## src/rtl/wash_pkg.sv

```systemverilog
// Shared types and program lookups for the washing-machine sequencer.
package wash_pkg;

  typedef enum logic [2:0] {
    ST_IDLE,
    ST_LOCK,
    ST_FILL,
    ST_WASH,
    ST_DRAIN,
    ST_SPIN,
    ST_DONE,
    ST_FAULT
  } wash_state_e;

  typedef enum logic [1:0] {
    PROG_QUICK  = 2'd0,
    PROG_NORMAL = 2'd1,
    PROG_HEAVY  = 2'd2,
    PROG_ALT    = 2'd3
  } prog_e;

  // Program code 3 is an alias for normal.
  function automatic int unsigned prog_wash_s(input logic [1:0] prog,
                                              input int unsigned s_quick,
                                              input int unsigned s_normal,
                                              input int unsigned s_heavy);
    case (prog_e'(prog))
      PROG_QUICK: return s_quick;
      PROG_HEAVY: return s_heavy;
      default:    return s_normal;
    endcase
  endfunction

  function automatic logic [1:0] prog_rinses(input logic [1:0] prog);
    case (prog_e'(prog))
      PROG_QUICK: return 2'd1;
      PROG_HEAVY: return 2'd3;
      default:    return 2'd2;
    endcase
  endfunction

endpackage

```

## src/rtl/wash_phase_timer.sv

```systemverilog
// Phase timer: counts enabled cycles since the last clear, pulses expire on the last cycle of the limit.
module wash_phase_timer (
  input  logic        clk,
  input  logic        reset,
  input  logic        clear,
  input  logic        enable,
  input  logic [31:0] limit,
  output logic        expire
);

  logic [31:0] count;

  always_ff @(posedge clk or posedge reset) begin
    if (reset)       count <= '0;
    else if (clear)  count <= '0;
    else if (enable) count <= count + 32'd1;
  end

  assign expire = enable && (count == limit - 32'd1);

endmodule

```

## src/rtl/wash_program_sequencer.sv

```systemverilog
// Washing-machine program controller: lock, fill/wash/drain/spin, rinse passes, fault supervision.
//
// state    | meaning
// ---------+----------------------------------------------
// IDLE     | ready, waiting for start with door closed
// LOCK     | door solenoid engaged, one cycle
// FILL     | inlet valve open until full (or timeout)
// WASH     | agitate for main-wash or rinse duration
// DRAIN    | pump until empty (or timeout)
// SPIN     | spin + pump, then next rinse or finish
// DONE     | one-cycle done pulse, door released
// FAULT    | everything off, door locked, reset only
module wash_program_sequencer
  import wash_pkg::*;
#(
  parameter int unsigned TICKS_PER_SEC = 50_000_000,
  parameter int unsigned WASH_S_QUICK  = 2,
  parameter int unsigned WASH_S_NORMAL = 4,
  parameter int unsigned WASH_S_HEAVY  = 8,
  parameter int unsigned RINSE_S       = 2,
  parameter int unsigned SPIN_S        = 2,
  parameter int unsigned TIMEOUT_S     = 30
) (
  input  logic       clk,
  input  logic       reset,
  input  logic       start,
  input  logic       pause,
  input  logic [1:0] prog,
  input  logic       full,
  input  logic       empty,
  input  logic       cold,
  input  logic       door_closed,
  output logic       ready,
  output logic       door_lock,
  output logic       water_in,
  output logic       wash,
  output logic       drain,
  output logic       spin,
  output logic       heat_r,
  output logic [1:0] rinse_left,
  output logic       done,
  output logic       fault
);

  localparam logic [31:0] TIMEOUT_TICKS = 32'(TIMEOUT_S * TICKS_PER_SEC);
  localparam logic [31:0] RINSE_TICKS   = 32'(RINSE_S * TICKS_PER_SEC);
  localparam logic [31:0] SPIN_TICKS    = 32'(SPIN_S * TICKS_PER_SEC);

  wash_state_e state, state_next;
  logic [1:0]  prog_q;
  logic        main_pass;
  logic        in_phase, door_locked_state, run;
  logic        timer_expire;
  logic [31:0] timer_limit;

  assign in_phase          = (state == ST_FILL) || (state == ST_WASH) ||
                             (state == ST_DRAIN) || (state == ST_SPIN);
  assign door_locked_state = in_phase || (state == ST_LOCK);
  assign run               = in_phase && !pause;

  always_comb begin
    timer_limit = TIMEOUT_TICKS;
    case (state)
      ST_WASH: timer_limit = main_pass
                 ? 32'(prog_wash_s(prog_q, WASH_S_QUICK, WASH_S_NORMAL, WASH_S_HEAVY) * TICKS_PER_SEC)
                 : RINSE_TICKS;
      ST_SPIN: timer_limit = SPIN_TICKS;
      default: timer_limit = TIMEOUT_TICKS;
    endcase
  end

  wash_phase_timer u_timer (
    .clk    (clk),
    .reset  (reset),
    .clear  (state_next != state),
    .enable (run),
    .limit  (timer_limit),
    .expire (timer_expire)
  );

  always_ff @(posedge clk or posedge reset) begin
    if (reset) begin
      state      <= ST_IDLE;
      prog_q     <= 2'd0;
      rinse_left <= 2'd0;
      main_pass  <= 1'b0;
    end else begin
      state <= state_next;
      if (state == ST_IDLE && state_next == ST_LOCK) begin
        prog_q     <= prog;
        rinse_left <= prog_rinses(prog);
        main_pass  <= 1'b1;
      end else if (state == ST_SPIN && state_next == ST_FILL) begin
        rinse_left <= rinse_left - 2'd1;
        main_pass  <= 1'b0;
      end
    end
  end

  // Timer expiry only fires while running, so pause already suppresses timed exits.
  always_comb begin
    state_next = state;
    case (state)
      ST_IDLE:  if (start && door_closed) state_next = ST_LOCK;
      ST_LOCK:  state_next = ST_FILL;
      ST_FILL:  if (run && full)          state_next = ST_WASH;
                else if (timer_expire)    state_next = ST_FAULT;
      ST_WASH:  if (timer_expire)         state_next = ST_DRAIN;
      ST_DRAIN: if (run && empty)         state_next = ST_SPIN;
                else if (timer_expire)    state_next = ST_FAULT;
      ST_SPIN:  if (timer_expire)         state_next = (rinse_left != 2'd0) ? ST_FILL : ST_DONE;
      ST_DONE:  state_next = ST_IDLE;
      ST_FAULT: state_next = ST_FAULT;
      default:  state_next = ST_IDLE;
    endcase
    if (door_locked_state && !door_closed) state_next = ST_FAULT;
  end

  always_comb begin
    ready     = (state == ST_IDLE);
    door_lock = door_locked_state || (state == ST_FAULT);
    water_in  = run && (state == ST_FILL);
    wash      = run && (state == ST_WASH);
    drain     = run && ((state == ST_DRAIN) || (state == ST_SPIN));
    spin      = run && (state == ST_SPIN);
    heat_r    = run && (state == ST_WASH) && main_pass && cold;
    done      = (state == ST_DONE);
    fault     = (state == ST_FAULT);
  end

endmodule

```

## config.mk

```make
export PLATFORM = sky130hd
export DESIGN_NAME = wash_program_sequencer
export DESIGN_NICKNAME = d
export VERILOG_FILES = /design/src/rtl/wash_pkg.sv /design/src/rtl/wash_phase_timer.sv /design/src/rtl/wash_program_sequencer.sv
export SDC_FILE = /design/constraint.sdc
export NUM_CORES = 1
export LEC_CHECK = 0
export CORE_ASPECT_RATIO = 1.4
export CORE_MARGIN = 8
export CORE_UTILIZATION = 58
export DETAILED_ROUTE_END_ITERATION = 10
export PLACE_DENSITY_LB_ADDON = 0.12
export SKIP_LAST_GASP = 1
export SYNTH_ARGS = -nofsm -noshare
export SYNTH_HDL_FRONTEND = slang
export SYNTH_HIERARCHICAL = 1
export SYNTH_SLANG_ARGS = --single-unit
```

## constraint.sdc

```tcl
create_clock -name clk -period 14.75 [get_ports clk]
set_clock_uncertainty 0.1 [all_clocks]
set_input_delay 2.95 -clock clk [delete_from_list [all_inputs] [get_ports clk]]
set_output_delay 2.95 -clock clk [all_outputs]
set_load 0.02 [all_outputs]
```

==> flow_summary.json, run 1 <==
{
  "grt_first_pass_wirelength_um": 16600,
  "clockRootBuffer": "clkbuf_8",
  "crit_arrival_ns": 8.88,
  "ant_nets": 0,
  "grt_max_degree": 34,
  "post_cts_buffers": 0,
  "drc": 0,
  "grt-ovfl-total": 0,
  "grt_pass1_vias": 3627,
  "pwr-share-comb": 0.648,
  "rsz0062_at_grt": "false",
  "hold_end": "prog_q[0]$_DFFE_PP0P_",
  "worst_pin_slew_ns": 1.14,
  "syn_area_per_cell_um2": 8.00,
  "synthTopCellsByArea": "dfrtp_1 (25%), xor2_1 (8.5%), xnor2_1 (6.5%)",
  "synth_top_cell_by_area": "dfrtp_1",
  "reg2regPathDepth": 25,
  "critPathKind": "primary input to flip-flop",
  "synth_seq_area_share": 0.248,
  "crit_family": "simple AND/OR/NAND/NOR gates",
  "synth-async-reset-ratio": 1.00,
  "start_util": 0.589,
  "netlist_area_um2": 4030,
  "rows": 36,
  "hold_ws_ns": 0.408,
  "min_path_cells": 1,
  "dieArea_um2": 9910,
  "setup_tns_ns": 0,
  "diodes": 0,
  "final_cell_area_um2": 4540,
  "finalSetupViolCount": 0,
  "status": "complete, no violations",
  "ys.flop_type": "dfrtp_1",
  "required_ns": 14.82,
  "slowest_delay_ns": 0.64,
  "cts_sinks": 40,
  "ys_types": 72,
  "period_share": 0.597,
  "vias": 3765,
  "path_clk_slew_ns": 0.07,
  "drt_first_pass_iters": 5,
  "fmax_mhz": 114,
  "final_common_cell": "nor2_1",
  "grtUsageTotal": 0.205,
  "p_int_mw": 0.319,
  "seq_power_share": 0.217,
  "p_clk_frac": 0.136,
  "synth_top_area_share": 0.248,
  "worstPathMaxFanout": 33,
  "cts_max_level": 2,
  "synth_edf_count": 0,
  "maxSlewHeadroom": 0.229,
  "wl_um": 9890,
  "reg2reg_to": "u_timer/count[29]$_DFFE_PP0P_",
  "wire_per_inst_um": 15.2,
  "drt-initial-drc-count": 303,
  "viasPerCell": 5.80,
  "cts_tree": "built",
  "power_switching_mw": 0.335,
  "placed_cells": 641,
  "maxCapViolations": 0,
  "netlist_instances": 504,
  "port_buffers": 20,
  "hold_viol": 0,
  "syn2layout_area_growth_pct": 12.7,
  "crit_top_cell": "nand4_1",
  "drv_slew": 0,
  "crit_slowest_cell": "nor4_2",
  "cp-end-kind": "flip-flop",
  "cts_buffer_depth": 2,
  "crit_buf_inv": 2,
  "r2r-start": "state[2]$_DFF_PP0_",
  "antenna_found_initial": 0,
  "final_cell_mix": "nor2_1 (51), conb_1 (40), dfrtp_1 (40), xor2_1 (39), nand2_1 (38)",
  "ys_warn_count": 6,
  "ir_worst_vdd_mv": 0.0742,
  "synth_seq_cells": 40,
  "fin_crit_ns": 8.81,
  "start_kind": "primary input",
  "final_cells": 649,
  "power_per_cell_area_nw_per_um2": 144,
  "hp-class": "flip-flop to flip-flop",
  "post_cts_resize_count": 0,
  "die_x_um": 86.5,
  "rrSetupSlack_ns": 6.30,
  "dpl.hpwl_um": 7590,
  "nNetsFinal": 579,
  "swShare": 0.513,
  "io_pins": 21,
  "cellLeakagePower_nw": 1.83,
  "cts_inserted_buffers": 5,
  "clk_latency_ns": 0.30,
  "crit_cells": 20,
  "min-delay-start": "prog_q[0]$_DFFE_PP0P_",
  "hold_buffers": 0,
  "placeableCoreArea_um2": 6850,
  "gp_congestion": 0.952,
  "layout-drive-gt1-share": 0.0560,
  "fp.dieH_um": 115,
  "power_mw": 0.654,
  "dpl_cell_area_um2": 4430,
  "crit_chain": "clkdlybuf4s50_1 > nor2_1 > nand4_1 > a211o_1 > a2111oi_4 > nand4_1 > nor4_2 > and4b_1 > o32ai_1 > a221oi_2 > xnor2_1 > o2111ai_2 > buf_4 > o2111a_1 > nand4_1 > nor3_1 > nand2_1 > or3_1 > xor2_1 > nor2_1"
}
==> worst max path at each step <==
stage | start | end | slack (ns)
CTS | pause | u_timer/count[29]$_DFFE_PP0P_ | 5.99
global placement | pause | u_timer/count[29]$_DFFE_PP0P_ | 5.88
global route | pause | u_timer/count[30]$_DFFE_PP0P_ | 5.37
finish | pause | u_timer/count[29]$_DFFE_PP0P_ | 5.94
floorplan | pause | u_timer/count[29]$_DFFE_PP0P_ | 7.23
detailed placement | pause | u_timer/count[29]$_DFFE_PP0P_ | 5.67
==> power by group through the flow <==
stage	Sequential [mW]	Combinational, mW	Clock, mW
2_1_floorplan	0.133	0.321	0
3_3_place_gp	0.143	0.405	0
3_5_place_dp	0.144	0.417	0
4_1_cts	0.141	0.419	0.0917
5_1_grt	0.145	0.466	0.0962
6_report	0.142	0.424	0.0888
==> flip-flops by register name, indices dropped and copies added (netlist names) <==
signal / cells
state: 3
u_timer/count: 32
rinse_left: 2
prog_q: 2
main_pass: 1
==> cells by family (layout without fill, tap and decap cells) <==
group                      Yosys count  count (layout)  share of synthesized area
other                                1              40                   0.000930
muxes                                5               5                     0.0130
xor gates and xnor gates            69              69                      0.150
AOI/OAI and AO/OA                   83              83                      0.153
DFF                                 40              40                      0.248
and+or+nand+nor                    244             244                      0.337
buffers and inverters               46              57                     0.0475
adders and majority gates           16              16                     0.0497
==> synthesized netlist by cell type (4+ instances only) <==
library cell / n
xnor2_1: 30
clkbuf_1: 16
and4_1: 4
xor2_1: 39
a21oi_1: 16
ha_1: 16
nor3_1: 23
and2_1: 12
a31oi_1: 6
dfrtp_1: 40
nand3_1: 29
inv_1: 23
nor2b_1: 7
nor2_1: 51
o31ai_1: 7
or3_1: 8
nor4b_1: 4
nand2_1: 38
nand4_1: 14
nand2b_1: 6
and3_1: 13
nand3b_1: 4
o21ai_0: 19
nor4_1: 6
==> per-stage QoR <==
step	util	setup WS, ns
CTS	0.663	5.99
global route	0.663	5.37
detailed placement	0.648	5.67
global placement	0.648	5.88
finish	0.663	5.94
floorplan	-	7.23
==> layer usage <==
metal / share of wire / vias up / wire (µm) / global-route usage
met2: 0.50 / 107 / 4940 / 0.368
met3: 0.051 / 13 / 505 / 0.0338
met1: 0.44 / 1772 / 4310 / 0.238
li1: - / 1873 / - / -
met4: 0.014 / 0 / 135 / 0.0657
met5: 0 / - / 0 / 0
==> layout make-up <==
class | count | area (µm²)
flip-flops and latches | 40 | 1000
multi-input cells | 457 | 2990
clock buffers | 6 | 72.6
fillers | 605 | 2300
inverters | 25 | 93.8
well taps | 95 | 119
clock inverters | 2 | 35.0
repair buffers | 24 | 230
Note: power is estimated with default switching activity, not from simulation.
==> run 2: changes to the inputs <==
CORE_UTILIZATION = 56   (was 58)
clock period = 7.4 ns   (was 14.75 ns; I/O delays follow)
==> flow_summary.json, run 2 (same netlist as run 1, synthesis figures left out) <==
{
  "hp-class": "flip-flop to flip-flop",
  "wl_um": 10100,
  "power_per_cell_area_nw_per_um2": 287,
  "hold_buffers": 0,
  "path_clk_slew_ns": 0.07,
  "regMostFlops": "u_timer/count",
  "min_path_cells": 1,
  "cts_buffer_depth": 2,
  "reg_top3": "u_timer/count x32, state x3",
  "grt_pass1_vias": 3699,
  "gp_congestion": 1.02,
  "r2r-start": "prog_q[0]$_DFFE_PP0P_",
  "worst_pin_slew_ns": 0.716,
  "fp.dieH_um": 116,
  "syn2layout_area_growth_pct": 16.1,
  "largest_reg_flops": 32,
  "ir_worst_vdd_mv": 0.172,
  "vias": 3911,
  "crit_arrival_ns": 7.05,
  "finalSetupViolCount": 0,
  "worst_slack_ns": 0.418,
  "grt_busiest_layer": "met2",
  "status": "complete, no violations",
  "port_buffers": 20,
  "final_common_cell": "nor2_1",
  "rows": 36,
  "fin_util": 0.670,
  "die_x_um": 87.7,
  "required_ns": 7.47,
  "clockRootBuffer": "clkbuf_8",
  "hold_viol": 0,
  "drv_slew": 0,
  "ant_nets": 0,
  "cts_tree": "built",
  "maxSlewHeadroom": 0.517,
  "cp-end-kind": "flip-flop",
  "placeableCoreArea_um2": 6980,
  "start_util": 0.577,
  "io_pins": 21,
  "cellLeakagePower_nw": 1.92,
  "maxCapViolations": 0,
  "dieArea_um2": 10200,
  "drt-initial-drc-count": 174,
  "min-delay-start": "prog_q[0]$_DFFE_PP0P_",
  "final_cell_mix": "nor2_1 (50), conb_1 (40), dfrtp_1 (40), xor2_1 (39), nand2_1 (38)",
  "cts_inserted_buffers": 5,
  "worstPathMaxFanout": 7,
  "grt_util_met3": 0.0317,
  "power_mw": 1.34,
  "reg2regPathDepth": 28,
  "slowest_delay_ns": 0.45,
  "grtUsageTotal": 0.209,
  "nNetsFinal": 593,
  "viasPerCell": 5.90,
  "layout-drive-gt1-share": 0.0880,
  "start_kind": "flip-flop",
  "grt-ovfl-total": 0,
  "grt_first_pass_wirelength_um": 17300,
  "met2_usage": 0.363,
  "fmax_mhz": 143,
  "setup_tns_ns": 0,
  "reg2reg_to": "u_timer/count[29]$_DFFE_PP0P_",
  "placed_cells": 653,
  "cts_sinks": 40,
  "hold_end": "prog_q[0]$_DFFE_PP0P_",
  "final_cells": 663,
  "grt_util_met1": 0.244,
  "pre_cts_ws_ns": 0.0156,
  "period_share": 0.944,
  "crit_slowest_cell": "nor4_4",
  "wire_per_inst_um": 15.3,
  "rrSetupSlack_ns": 0.42,
  "critPathKind": "flip-flop to flip-flop",
  "cts_max_level": 2,
  "drt_first_pass_iters": 6,
  "drc": 0,
  "grt_max_degree": 33,
  "dpl.hpwl_um": 7800,
  "clk_latency_ns": 0.29,
  "fin_crit_ns": 6.98,
  "diodes": 0,
  "antenna_found_initial": 0
}
-- run 2: stage by stage --
stage / instance area [µm²] / hold WS (ns)
after floorplan: 4180 / 0.363
after global placement: 4520 / 0.377
after detailed placement: 4520 / 0.393
after CTS: 4640 / 0.418
after global routing: 4680 / 0.461
final: 4680 / 0.436
-- run 2: worst max-delay path by stage --
| stage | end | start |
|---|---|---|
| after floorplan | u_timer/count[29]$_DFFE_PP0P_ | state[1]$_DFF_PP0_ |
| after global placement | u_timer/count[29]$_DFFE_PP0P_ | prog_q[0]$_DFFE_PP0P_ |
| after detailed placement | u_timer/count[29]$_DFFE_PP0P_ | prog_q[0]$_DFFE_PP0P_ |
| after CTS | u_timer/count[29]$_DFFE_PP0P_ | prog_q[0]$_DFFE_PP0P_ |
| after global routing | u_timer/count[29]$_DFFE_PP0P_ | prog_q[0]$_DFFE_PP0P_ |
| final | u_timer/count[29]$_DFFE_PP0P_ | prog_q[0]$_DFFE_PP0P_ |
-- run 2: routing by layer --
metal	wire, µm	vias to the layer above	share of wire
met5	0	-	0
met4	336	0	0.033
met3	516	29	0.051
met2	4980	134	0.49
met1	4280	1849	0.42
li1	-	1899	-
-- run 2: layout make-up --
cell class,count,area [µm²]
Clock buffer,6,72.6
Clock inverter,2,35.0
Fill cell,610,2300
Inverter,25,93.8
Multi-Input combinational cell,457,3020
Sequential cell,40,1000
Tap cell,95,119
Timing Repair Buffer,38,335
-- run 2: worst max-delay path: cells and delay by family (launching register included) --
kind / cells / cell delay (ns)
buf+inv: 4 / 0.63
compound gates: 8 / 1.92
fa+ha+maj: 2 / 0.64
flops: 1 / 0.41
simple gates: 13 / 3.03
xor+xnor: 1 / 0.14
-- run 2: power by group --
group,switching [mW],total (mW),internal (mW)
sequential,0.0279,0.266,0.238
combinational,0.572,0.899,0.327
clock,0.0787,0.179,0.100
-- run 2: what timing repair did --
item                       in CTS  in global routing
setup buffers                   0                  2
pin swaps                       0                  2
setup endpoints to repair       1                 14
resized for setup               1                  5
